--- src/rtl/fetch_unit.sv ---
// fetch_unit: single-outstanding instruction fetch stage with redirect and squash
module fetch_unit #(
   parameter logic [31:0] RESET_PC  = 32'h0000_0000,
   parameter logic [31:0] NOP_INSTR = 32'h0000_0013
) (
   input  logic        clk,
   input  logic        rst_n,
   output logic        imem_req,
   output logic [31:0] imem_addr,
   input  logic        imem_gnt,
   input  logic        imem_rvalid,
   input  logic [31:0] imem_rdata,
   output logic [31:0] instr,
   output logic [31:0] instr_pc,
   output logic        instr_valid,
   input  logic        instr_ready,
   input  logic        redirect,
   input  logic [31:0] redirect_pc
);
   typedef enum logic [1:0] {FETCH, WAIT, HOLD} state_t;
   state_t      state_q, state_d;
   logic [31:0] pc_q, pc_d, instr_q, instr_d, instr_pc_q, instr_pc_d;
   logic        drop_q, drop_d, valid_q, valid_d;
   logic [31:0] redirect_pc_w;
   assign redirect_pc_w = {redirect_pc[31:2], 2'b00};
   assign imem_req      = (state_q == FETCH) && rst_n;
   assign imem_addr     = pc_q;
   assign instr         = instr_q;
   assign instr_pc      = instr_pc_q;
   assign instr_valid   = valid_q;
   // next state: redirect overrides everything, drop marks the one stale response
   always_comb begin
      state_d    = state_q;
      pc_d       = pc_q;
      drop_d     = drop_q;
      valid_d    = valid_q;
      instr_d    = instr_q;
      instr_pc_d = instr_pc_q;
      case (state_q)
         FETCH: begin
            if (redirect) pc_d = redirect_pc_w;
            if (imem_gnt) begin
               state_d = WAIT;
               drop_d  = redirect;
            end
         end
         WAIT: begin
            if (redirect) pc_d = redirect_pc_w;
            if (imem_rvalid) begin
               drop_d = 1'b0;
               if (redirect || drop_q) state_d = FETCH;
               else begin
                  state_d    = HOLD;
                  valid_d    = 1'b1;
                  instr_d    = imem_rdata;
                  instr_pc_d = pc_q;
               end
            end else if (redirect) drop_d = 1'b1;
         end
         HOLD: begin
            if (redirect || instr_ready) begin
               state_d = FETCH;
               valid_d = 1'b0;
               instr_d = NOP_INSTR;
               pc_d    = redirect ? redirect_pc_w : pc_q + 32'd4;
            end
         end
         default: state_d = FETCH;
      endcase
   end
   // state registers with asynchronous reset
   always_ff @(posedge clk or negedge rst_n) begin
      if (!rst_n) begin
         state_q    <= FETCH;
         pc_q       <= RESET_PC;
         drop_q     <= 1'b0;
         valid_q    <= 1'b0;
         instr_q    <= NOP_INSTR;
         instr_pc_q <= RESET_PC;
      end else begin
         state_q    <= state_d;
         pc_q       <= pc_d;
         drop_q     <= drop_d;
         valid_q    <= valid_d;
         instr_q    <= instr_d;
         instr_pc_q <= instr_pc_d;
      end
   end
endmodule

--- config.mk ---
export PLATFORM = sky130hd
export DESIGN_NAME = fetch_unit
export DESIGN_NICKNAME = d
export VERILOG_FILES = /design/src/rtl/fetch_unit.sv
export SDC_FILE = /design/constraint.sdc
export NUM_CORES = 1
export LEC_CHECK = 0
export BUFFER_PORTS_ARGS = -buffer_cell sky130_fd_sc_hd__buf_2
export CORE_MARGIN = 2
export CORE_UTILIZATION = 38
export CTS_BUF_LIST = sky130_fd_sc_hd__clkbuf_16
export CTS_CLUSTER_DIAMETER = 120
export DETAILED_ROUTE_END_ITERATION = 8
export HOLD_SLACK_MARGIN = 0.15
export PLACE_DENSITY = 0.71
export SLEW_MARGIN = 20
export SYNTH_ARGS = -nofsm -noshare
export SYNTH_HDL_FRONTEND = slang
export SYNTH_SLANG_ARGS = --single-unit
--- constraint.sdc ---
create_clock -name clk -period 3.77 [get_ports clk]
set_input_delay 0.377 -clock clk [delete_from_list [all_inputs] [get_ports clk]]
set_output_delay 0.377 -clock clk [all_outputs]
set_load 0.01 [all_outputs]
==> results_dict.tcl, run 1 <==
set metrics [dict create \
    status "finished clean" \
    ys_seq_area_share_pct 50.6 \
    start_util_pct 39.2 \
    synth_compound_area_share_pct 19.8 \
    final_cells 816 \
    max_cap_viol_count 0 \
    yosysWarnings 0 \
    antenna_found_initial 1 \
    rows 40 \
    clk_latency_ns 0.35 \
    core_area_sq_mm 0.0121 \
    synth_mux_area_share_pct 0.211 \
    dieArea_sq_mm 0.0134 \
    overflow 0 \
    slew_headroom_pct 39.3 \
    grt_pass1_vias 4447 \
    max_freq_ghz 0.422 \
    leakagePower_nw 2.94 \
    synth_edf_count 0 \
    syn-cell-area_sq_mm 0.00475 \
    fin_total_pwr_mw 3.85 \
    drive_gt1_share_pct 30.7 \
    hold_path.class "input port to flip-flop" \
    cts_resized 0 \
    viasPerCell 5.54 \
    grt_pass1_wl_mm 22.2 \
    vias 4517 \
    synthCells 507 \
    area_growth_pct 25.0 \
    cts_tree "yes" \
    path_class "flip-flop to flip-flop" \
    start_kind "flip-flop" \
    async_flop_share_pct 100 \
    final_nets 714 \
    dp_hpwl_mm 9.58 \
    finalCriticalPeriod_ns 2.37 \
    firstDrtPassIters 4 \
    ys.flop_type "dfrtp_1" \
    rsz0062_at_grt "no" \
    fp.dieW_um 116 \
    critPathMaxFanout 17 \
    drc 0 \
    numCtsBuffers 9 \
    endpoint_kind "flip-flop" \
    yosysUniqueCellTypes 61 \
    wl_per_cell_um 17.3 \
    fin_area_sq_mm 0.00594 \
    place_congestion 0.847 \
    synth_top_family_by_area "simple AND/OR/NAND/NOR gates" \
    cp.required_ns 4.00 \
    synthAdderAreaFrac_pct 0.263 \
    track_usage_pct 21.2 \
    cts_sinks 96 \
    utilization_pct 49.1 \
    port_buffers 161 \
    setup_tns_ns 0 \
    pin_count 168 \
    vdd_drop_max_mv 0.301 \
    antenna_cells 0 \
    postCtsSetupBuffers 0 \
    fin_crit_sh_pct 62.9 \
    synth_seq_cells 96 \
    clockBufferDepth 2 \
    clkTransAtPathRegs_ns 0.07 \
    hold_viol 0 \
    avgSynthCellArea_sq_um 9.38 \
    synth_xor_area_share_pct 0 \
    die_h_um 116 \
    rrSetupSlack_ns 1.40 \
    first_iter_violations 309 \
    tightest_slew_ns 0.907 \
    slew_viol_final 0 \
    powerDensity_mw_per_mm2 647 \
    yosys.area_share.simple_pct 23.2 \
    placed_cell_area_sq_mm 0.00559 \
    worst-endpoint-arrival_ns 2.60 \
    htreeDepth 3 \
    drt.antenna.violating_nets 0 \
    routed_wl_mm 14.1 \
    setup_violations 0 \
    skew_ns 0.00788 \
    dpl.cell_count 799 \
    cts-root-buf "clkbuf_16" \
    grt_max_degree 55 \
]
[through the flow]
stage               setup WS (ns)  hold slack, ns
floorplan                    1.89          0.0814
global placement             1.43           0.455
detailed placement           1.42           0.460
CTS                          1.44           0.250
global route                 1.25           0.253
finish                       1.40           0.257
[final timing paths]
check | from | end | cells past startpoint
min reg2reg | instr_pc[23] | instr_pc[23] | 2
max in group asynchronous | rst_n | instr[7] | 3
max | state_q[1] | imem_addr[25] | 5
max reg2reg | state_q[1] | imem_addr[25] | 5
min | imem_rdata[18] | instr[18] | 2
min in group asynchronous | rst_n | instr[9] | 2
[where the power goes]
part	internal (mW)	total (mW)	leakage, nW	switching (mW)
sequential	1.39	1.66	1.18	0.263
combinational	0.503	1.14	1.59	0.640
clock	0.644	1.04	0.167	0.401
total	2.54	3.85	2.94	1.30
[cell usage after synthesis (all sizes together), types with 12 or more instances]
cell	count	area, sq um
buf	32	194
clkbuf	14	55.1
nor2	30	113
o21ai	40	200
nor4	18	140
nor3	14	75.1
a21oi	16	83.8
dfrtp	93	2330
nand4	12	93.8
nand2	108	405
a22o	29	254
nand3	12	65.1
[state kept, by name (all words and copies together) (netlist names)]
register	cells
drop_q	1
instr	32
imem_addr	30
instr_pc	30
instr_valid	1
state_q	2
[layout by cell type (no fill, tap or decap), drive strengths merged, types with 5 or more instances in the layout]
cell type    n
nand4       12
dfrtp       93
nor4        18
nand2      108
nand3       12
inv          8
and3         5
buf        167
and4         8
a22o        29
a31oi        5
a21oi       16
nor2        30
o21ai       40
a211oi       6
nor3        14
clkbuf       9
[critical path, cell delays in order, from the launching register on]
cell and delay (ns):
dfrtp_1 0.46, a21oi_2 0.60, or2_1 0.42, buf_4 0.30, o21ai_1 0.10, or3_1 0.37
[routing by layer]
metal  track usage [%]  routed length, um
met1              27.2               6230
met3              4.76               1030
met2              34.2               6520
met4              10.1                342
met5                 0                  9
[cell type report]
type / count / area [sq um]
clock buffer: 9 / 225
clock inverter: 7 / 111
fill: 1178 / 6170
inverter: 7 / 26.3
multi-input combinational: 361 / 2100
sequential: 96 / 2410
tap: 168 / 210
timing repair buffer: 168 / 863
[what timing repair did]
action | in CTS | in global routing
setup endpoints to repair | 0 | 0
hold buffers | 1 | 0
hold endpoints to repair | 48 | 0
[cells by family (layout without fill, tap and decap cells)]
logic type | Yosys count | in the layout
buf+inv | 53 | 191
fa+ha+maj | 1 | 1
other cells | 1 | 4
flops | 96 | 96
mux | 1 | 1
compound gates | 134 | 134
simple gates | 221 | 221
Power figures use the tool's default switching activity.
==> run 2: changes to the inputs <==
Clock period 3.77 ns to 2.2 ns, I/O delays scaled along.
==> results_dict.tcl, run 2 (synthesis results as in run 1) <==
set metrics [dict create \
    largest_reg_flops 32 \
    regArea_sq_mm 0.00241 \
    dpl.cell_count 814 \
    final_cell_mix "160 x buf_2, 108 x nand2_1, 93 x dfrtp_1" \
    drt.antenna.violating_nets 0 \
    clk_latency_ns 0.35 \
    path_class "flip-flop to flip-flop" \
    die_h_um 116 \
    r2r_end "imem_addr[12]" \
    hold_depth 3 \
    setup_tns_ns 0 \
    rsz0062_at_grt "no" \
    leakagePower_nw 3.14 \
    area_growth_pct 34.2 \
    hold_viol 0 \
    setup_violations 0 \
    critPathMaxFanout 49 \
    cts_tree "yes" \
    p_int_mw 4.31 \
    multi_input_area_sq_mm 0.00209 \
    first_iter_violations 354 \
    sw_frac_of_total_pct 34.4 \
    hp-start "redirect_pc[8]" \
    rrSetupSlack_ns 0.26 \
    start_util_pct 39.2 \
    port_buffers 161 \
    power_frac_seq_pct 43.1 \
    dieArea_sq_mm 0.0134 \
    numCtsBuffers 9 \
    hold_path.class "input port to flip-flop" \
    postCtsSetupBuffers 0 \
    clockBufferDepth 2 \
    wl_per_cell_um 17.1 \
    cp.required_ns 2.44 \
    fin_area_sq_mm 0.00638 \
    tightest_slew_ns 0.586 \
    fillers 1117 \
    finalCriticalPeriod_ns 1.94 \
    htreeDepth 3 \
    p_sw_mw 2.26 \
    vias 4678 \
    viasPerCell 5.41 \
    worst-endpoint-arrival_ns 2.18 \
    track_usage_pct 21.9 \
    max_cap_viol_count 0 \
    fin_total_pwr_mw 6.57 \
    drc 0 \
    r2r_start "state_q[1]" \
    r2r_cells 4 \
    placed_cell_area_sq_mm 0.00572 \
    clkTransAtPathRegs_ns 0.07 \
    powerDensity_mw_per_mm2 1030 \
    skew_ns 0.00924 \
    grt_max_degree 97 \
    start_kind "flip-flop" \
    combinationalPowerShare_pct 31.6 \
    fin_crit_sh_pct 88.1 \
    status "finished clean" \
    final_common_cell "buf_2" \
    slew_viol_final 0 \
    final_cells 865 \
    cts_sinks 96 \
    hold_path_end "imem_addr[8]" \
    dp_hpwl_mm 9.79 \
    clockPowerShare_pct 25.4 \
    overflow 0 \
    core_area_sq_mm 0.0121 \
    cts-root-buf "clkbuf_16" \
    drive_gt1_share_pct 30.6 \
    rows 40 \
    max_freq_ghz 0.516 \
    fp.dieW_um 116 \
    pin_count 168 \
    final_nets 763 \
    routed_wl_mm 14.8 \
    antenna_found_initial 0 \
    place_congestion 0.878 \
    antenna_cells 0 \
    grt_pass1_wl_mm 22.9 \
    firstDrtPassIters 5 \
    vdd_drop_max_mv 0.461 \
    slew_headroom_pct 60.6 \
    endpoint_kind "flip-flop" \
    grt_pass1_vias 4469 \
]
[run 2: power by group through the flow]
stage / clock network (mW) / logic, mW / registers, mW
finish: 1.67 / 2.08 / 2.83
global route: 1.80 / 2.30 / 2.92
CTS: 1.71 / 2.08 / 2.82
detailed placement: 0 / 2.02 / 2.85
global placement: 0 / 1.99 / 2.81
floorplan: 0 / 0.799 / 3.09
[run 2: layout make-up]
| class | instances | area share (%) |
|---|---|---|
| Multi-Input combinational cell | 361 | 32.8 |
| Sequential cell | 96 | 37.7 |
| Inverter | 7 | 0.412 |
| Clock buffer | 9 | 3.53 |
| Tap cell | 168 | 3.30 |
| Timing Repair Buffer | 217 | 20.8 |
| Clock inverter | 7 | 1.37 |
[run 2: worst max-delay path, cell delays in order (launching register included)]
cell and delay [ns]:
dfrtp_1 0.49, or3b_4 0.66, nor4_1 0.39, o21ai_0 0.15, o21a_1 0.13
[run 2: how the worst max path moves through the flow]
stage               slack, ns          from  cells past startpoint             to
floorplan                0.32  imem_addr[2]                      5  imem_addr[28]
global placement         0.35    state_q[1]                      4  imem_addr[25]
detailed placement       0.30    state_q[1]                      4  imem_addr[19]
CTS                      0.29    state_q[1]                      4  imem_addr[12]
global route             0.13  imem_addr[6]                      4  imem_addr[17]
finish                   0.26    state_q[1]                      4  imem_addr[12]
[run 2: layer usage]
layer	GRT usage (%)	up-vias	part of all wire (%)
li1	-	2205	-
met1	27.6	2234	43
met2	36.8	208	47
met3	4.81	31	8.2
met4	8.41	0	2.3
met5	0	-	0
[run 2: what timing repair did]
item                      CTS  global route
hold buffers               35             0
hold endpoints to repair  127             0
resized for setup           0             0
[run 2: per-stage QoR]
stage	utilization (%)	setup slack, ns	hold WS [ns]
after CTS	52.7	0.288	0.151
final	52.7	0.263	0.148
after detailed placement	47.2	0.305	0.337
after floorplan	-	0.324	-0.0756
after global placement	47.2	0.353	0.332
after global routing	52.7	0.130	0.180
==> run 3: changes to the inputs <==
Clock period 2.2 ns to 2.13 ns, I/O delays scaled along.
==> results_dict.tcl, run 3 (synthesis results as in run 1) <==
set metrics [dict create \
    grt_pass1_wl_mm 22.6 \
    dieArea_sq_mm 0.0134 \
    critPathMaxFanout 20 \
    path_class "flip-flop to flip-flop" \
    r2r_cells 6 \
    final_common_cell "buf_2" \
    r2r_end "imem_addr[14]" \
    firstDrtPassIters 5 \
    critPathCapture "imem_addr[14]" \
    post-place-ws_ns 0.226 \
    max_cap_viol_count 0 \
    cts_resized 0 \
    routed_wl_mm 14.5 \
    regArea_sq_mm 0.00241 \
    slew_headroom_pct 65.5 \
    rows 40 \
    grt_pass1_vias 4455 \
    endpoint_kind "flip-flop" \
    vdd_drop_max_mv 0.425 \
    status "finished clean" \
    fillers 1101 \
    slowest_delay_ns 0.48 \
    dr.max_layer_used "met4" \
    rrSetupSlack_ns 0.20 \
    clkTransAtPathRegs_ns 0.07 \
    hold_path.class "input port to flip-flop" \
    wl_met2_mm 6.84 \
    final_cell_mix "160 x buf_2, 108 x nand2_1, 93 x dfrtp_1" \
    port_buffers 161 \
    fin_crit_sh_pct 90.4 \
    fp.dieW_um 116 \
    clk_latency_ns 0.35 \
    antenna_cells 0 \
    cts-root-buf "clkbuf_16" \
    cp.required_ns 2.40 \
    setup_slack_ns 0.205 \
    dp_hpwl_mm 9.81 \
    drc 0 \
    wl_met1_mm 6.19 \
    drt.antenna.violating_nets 0 \
    final_cells 869 \
    htreeDepth 3 \
    vias 4699 \
    wl_per_cell_um 16.7 \
    start_kind "flip-flop" \
    core_area_sq_mm 0.0121 \
    numCtsBuffers 9 \
    track_usage_pct 21.5 \
    postCtsSetupBuffers 0 \
    hold_viol 0 \
    start_util_pct 39.2 \
    grt_max_degree 97 \
    placed_cell_area_sq_mm 0.00573 \
    pin_count 168 \
    area_growth_pct 33.9 \
    cts_tree "yes" \
    drive_gt1_share_pct 30.7 \
    slew_viol_final 0 \
    dpl.cell_count 816 \
    fin_total_pwr_mw 6.54 \
    setup_violations 0 \
    path_cells "and2_1 -> buf_4 -> nor2_2 -> buf_4 -> o21ai_0 -> a22oi_1" \
    overflow 0 \
    viasPerCell 5.41 \
    finalCriticalPeriod_ns 1.93 \
    setup_tns_ns 0 \
    powerDensity_mw_per_mm2 1030 \
    die_h_um 116 \
    skew_ns 0.00673 \
    wl_met3_mm 1.24 \
    clockBufferDepth 2 \
    cts_sinks 96 \
    r2r_start "state_q[0]" \
    max_freq_ghz 0.519 \
    tightest_slew_ns 0.518 \
    worst-endpoint-arrival_ns 2.19 \
    largest_reg_flops 32 \
    leakagePower_nw 3.14 \
    antenna_found_initial 0 \
    place_congestion 0.880 \
    fin_area_sq_mm 0.00636 \
    multi_input_area_sq_mm 0.00209 \
    cp_slowest_cell "dfrtp_1" \
    path_common_cell "buf_4" \
    final_nets 767 \
    setup.worst_path.start "state_q[0]" \
    rsz0062_at_grt "no" \
    first_iter_violations 317 \
]
-- run 3: layout make-up --
class,instances,share of cell area [%]
clock buffer,9,3.54
clock inverter,7,0.609
inverter,7,0.413
multi-input combinational,361,32.9
sequential,96,37.8
tap,168,3.30
timing repair buffer,221,21.4
-- run 3: critical path, delay by kind of cell (launching register included) --
kind                   cells  cell delay [ns]
AND/OR/NAND/NOR            2             0.57
flip-flops                 1             0.48
buffers and inverters      2             0.49
AO/OA/AOI/OAI              2             0.30
-- run 3: metrics by stage --
step,util [%],hold WS [ns]
5_1_grt,52.6,0.175
2_1_floorplan,-,-0.0826
4_1_cts,52.6,0.158
6_report,52.6,0.162
3_3_place_gp,47.3,0.327
3_5_place_dp,47.3,0.337
-- run 3: worst min-delay path by stage --
stage / from / end / slack, ns / depth (start not counted)
3_5_place_dp: rst_n / instr[9] / 0.34 / 2
5_1_grt: instr_ready / state_q[1] / 0.18 / 2
4_1_cts: instr_ready / state_q[1] / 0.16 / 2
3_3_place_gp: rst_n / instr[31] / 0.33 / 2
2_1_floorplan: rst_n / drop_q / -0.08 / 0
6_report: instr_ready / state_q[1] / 0.16 / 2
-- run 3: layer usage --
| metal | vias up | GRT usage [%] |
|---|---|---|
| li1 | 2218 | - |
| met1 | 2250 | 27.1 |
| met2 | 208 | 36.3 |
| met3 | 23 | 5.23 |
| met4 | 0 | 7.54 |
| met5 | - | 0 |
-- run 3: what timing repair did --
item                       in CTS  in global routing
setup endpoints to repair       0                  0
hold endpoints to repair      129                  0
hold buffers                   37                  0
-- run 3: report_power, final --
part	switching [mW]	internal [mW]	leakage, nW
Combinational	1.18	0.968	1.83
Sequential	0.452	2.47	1.18
Clock	0.691	0.779	0.130
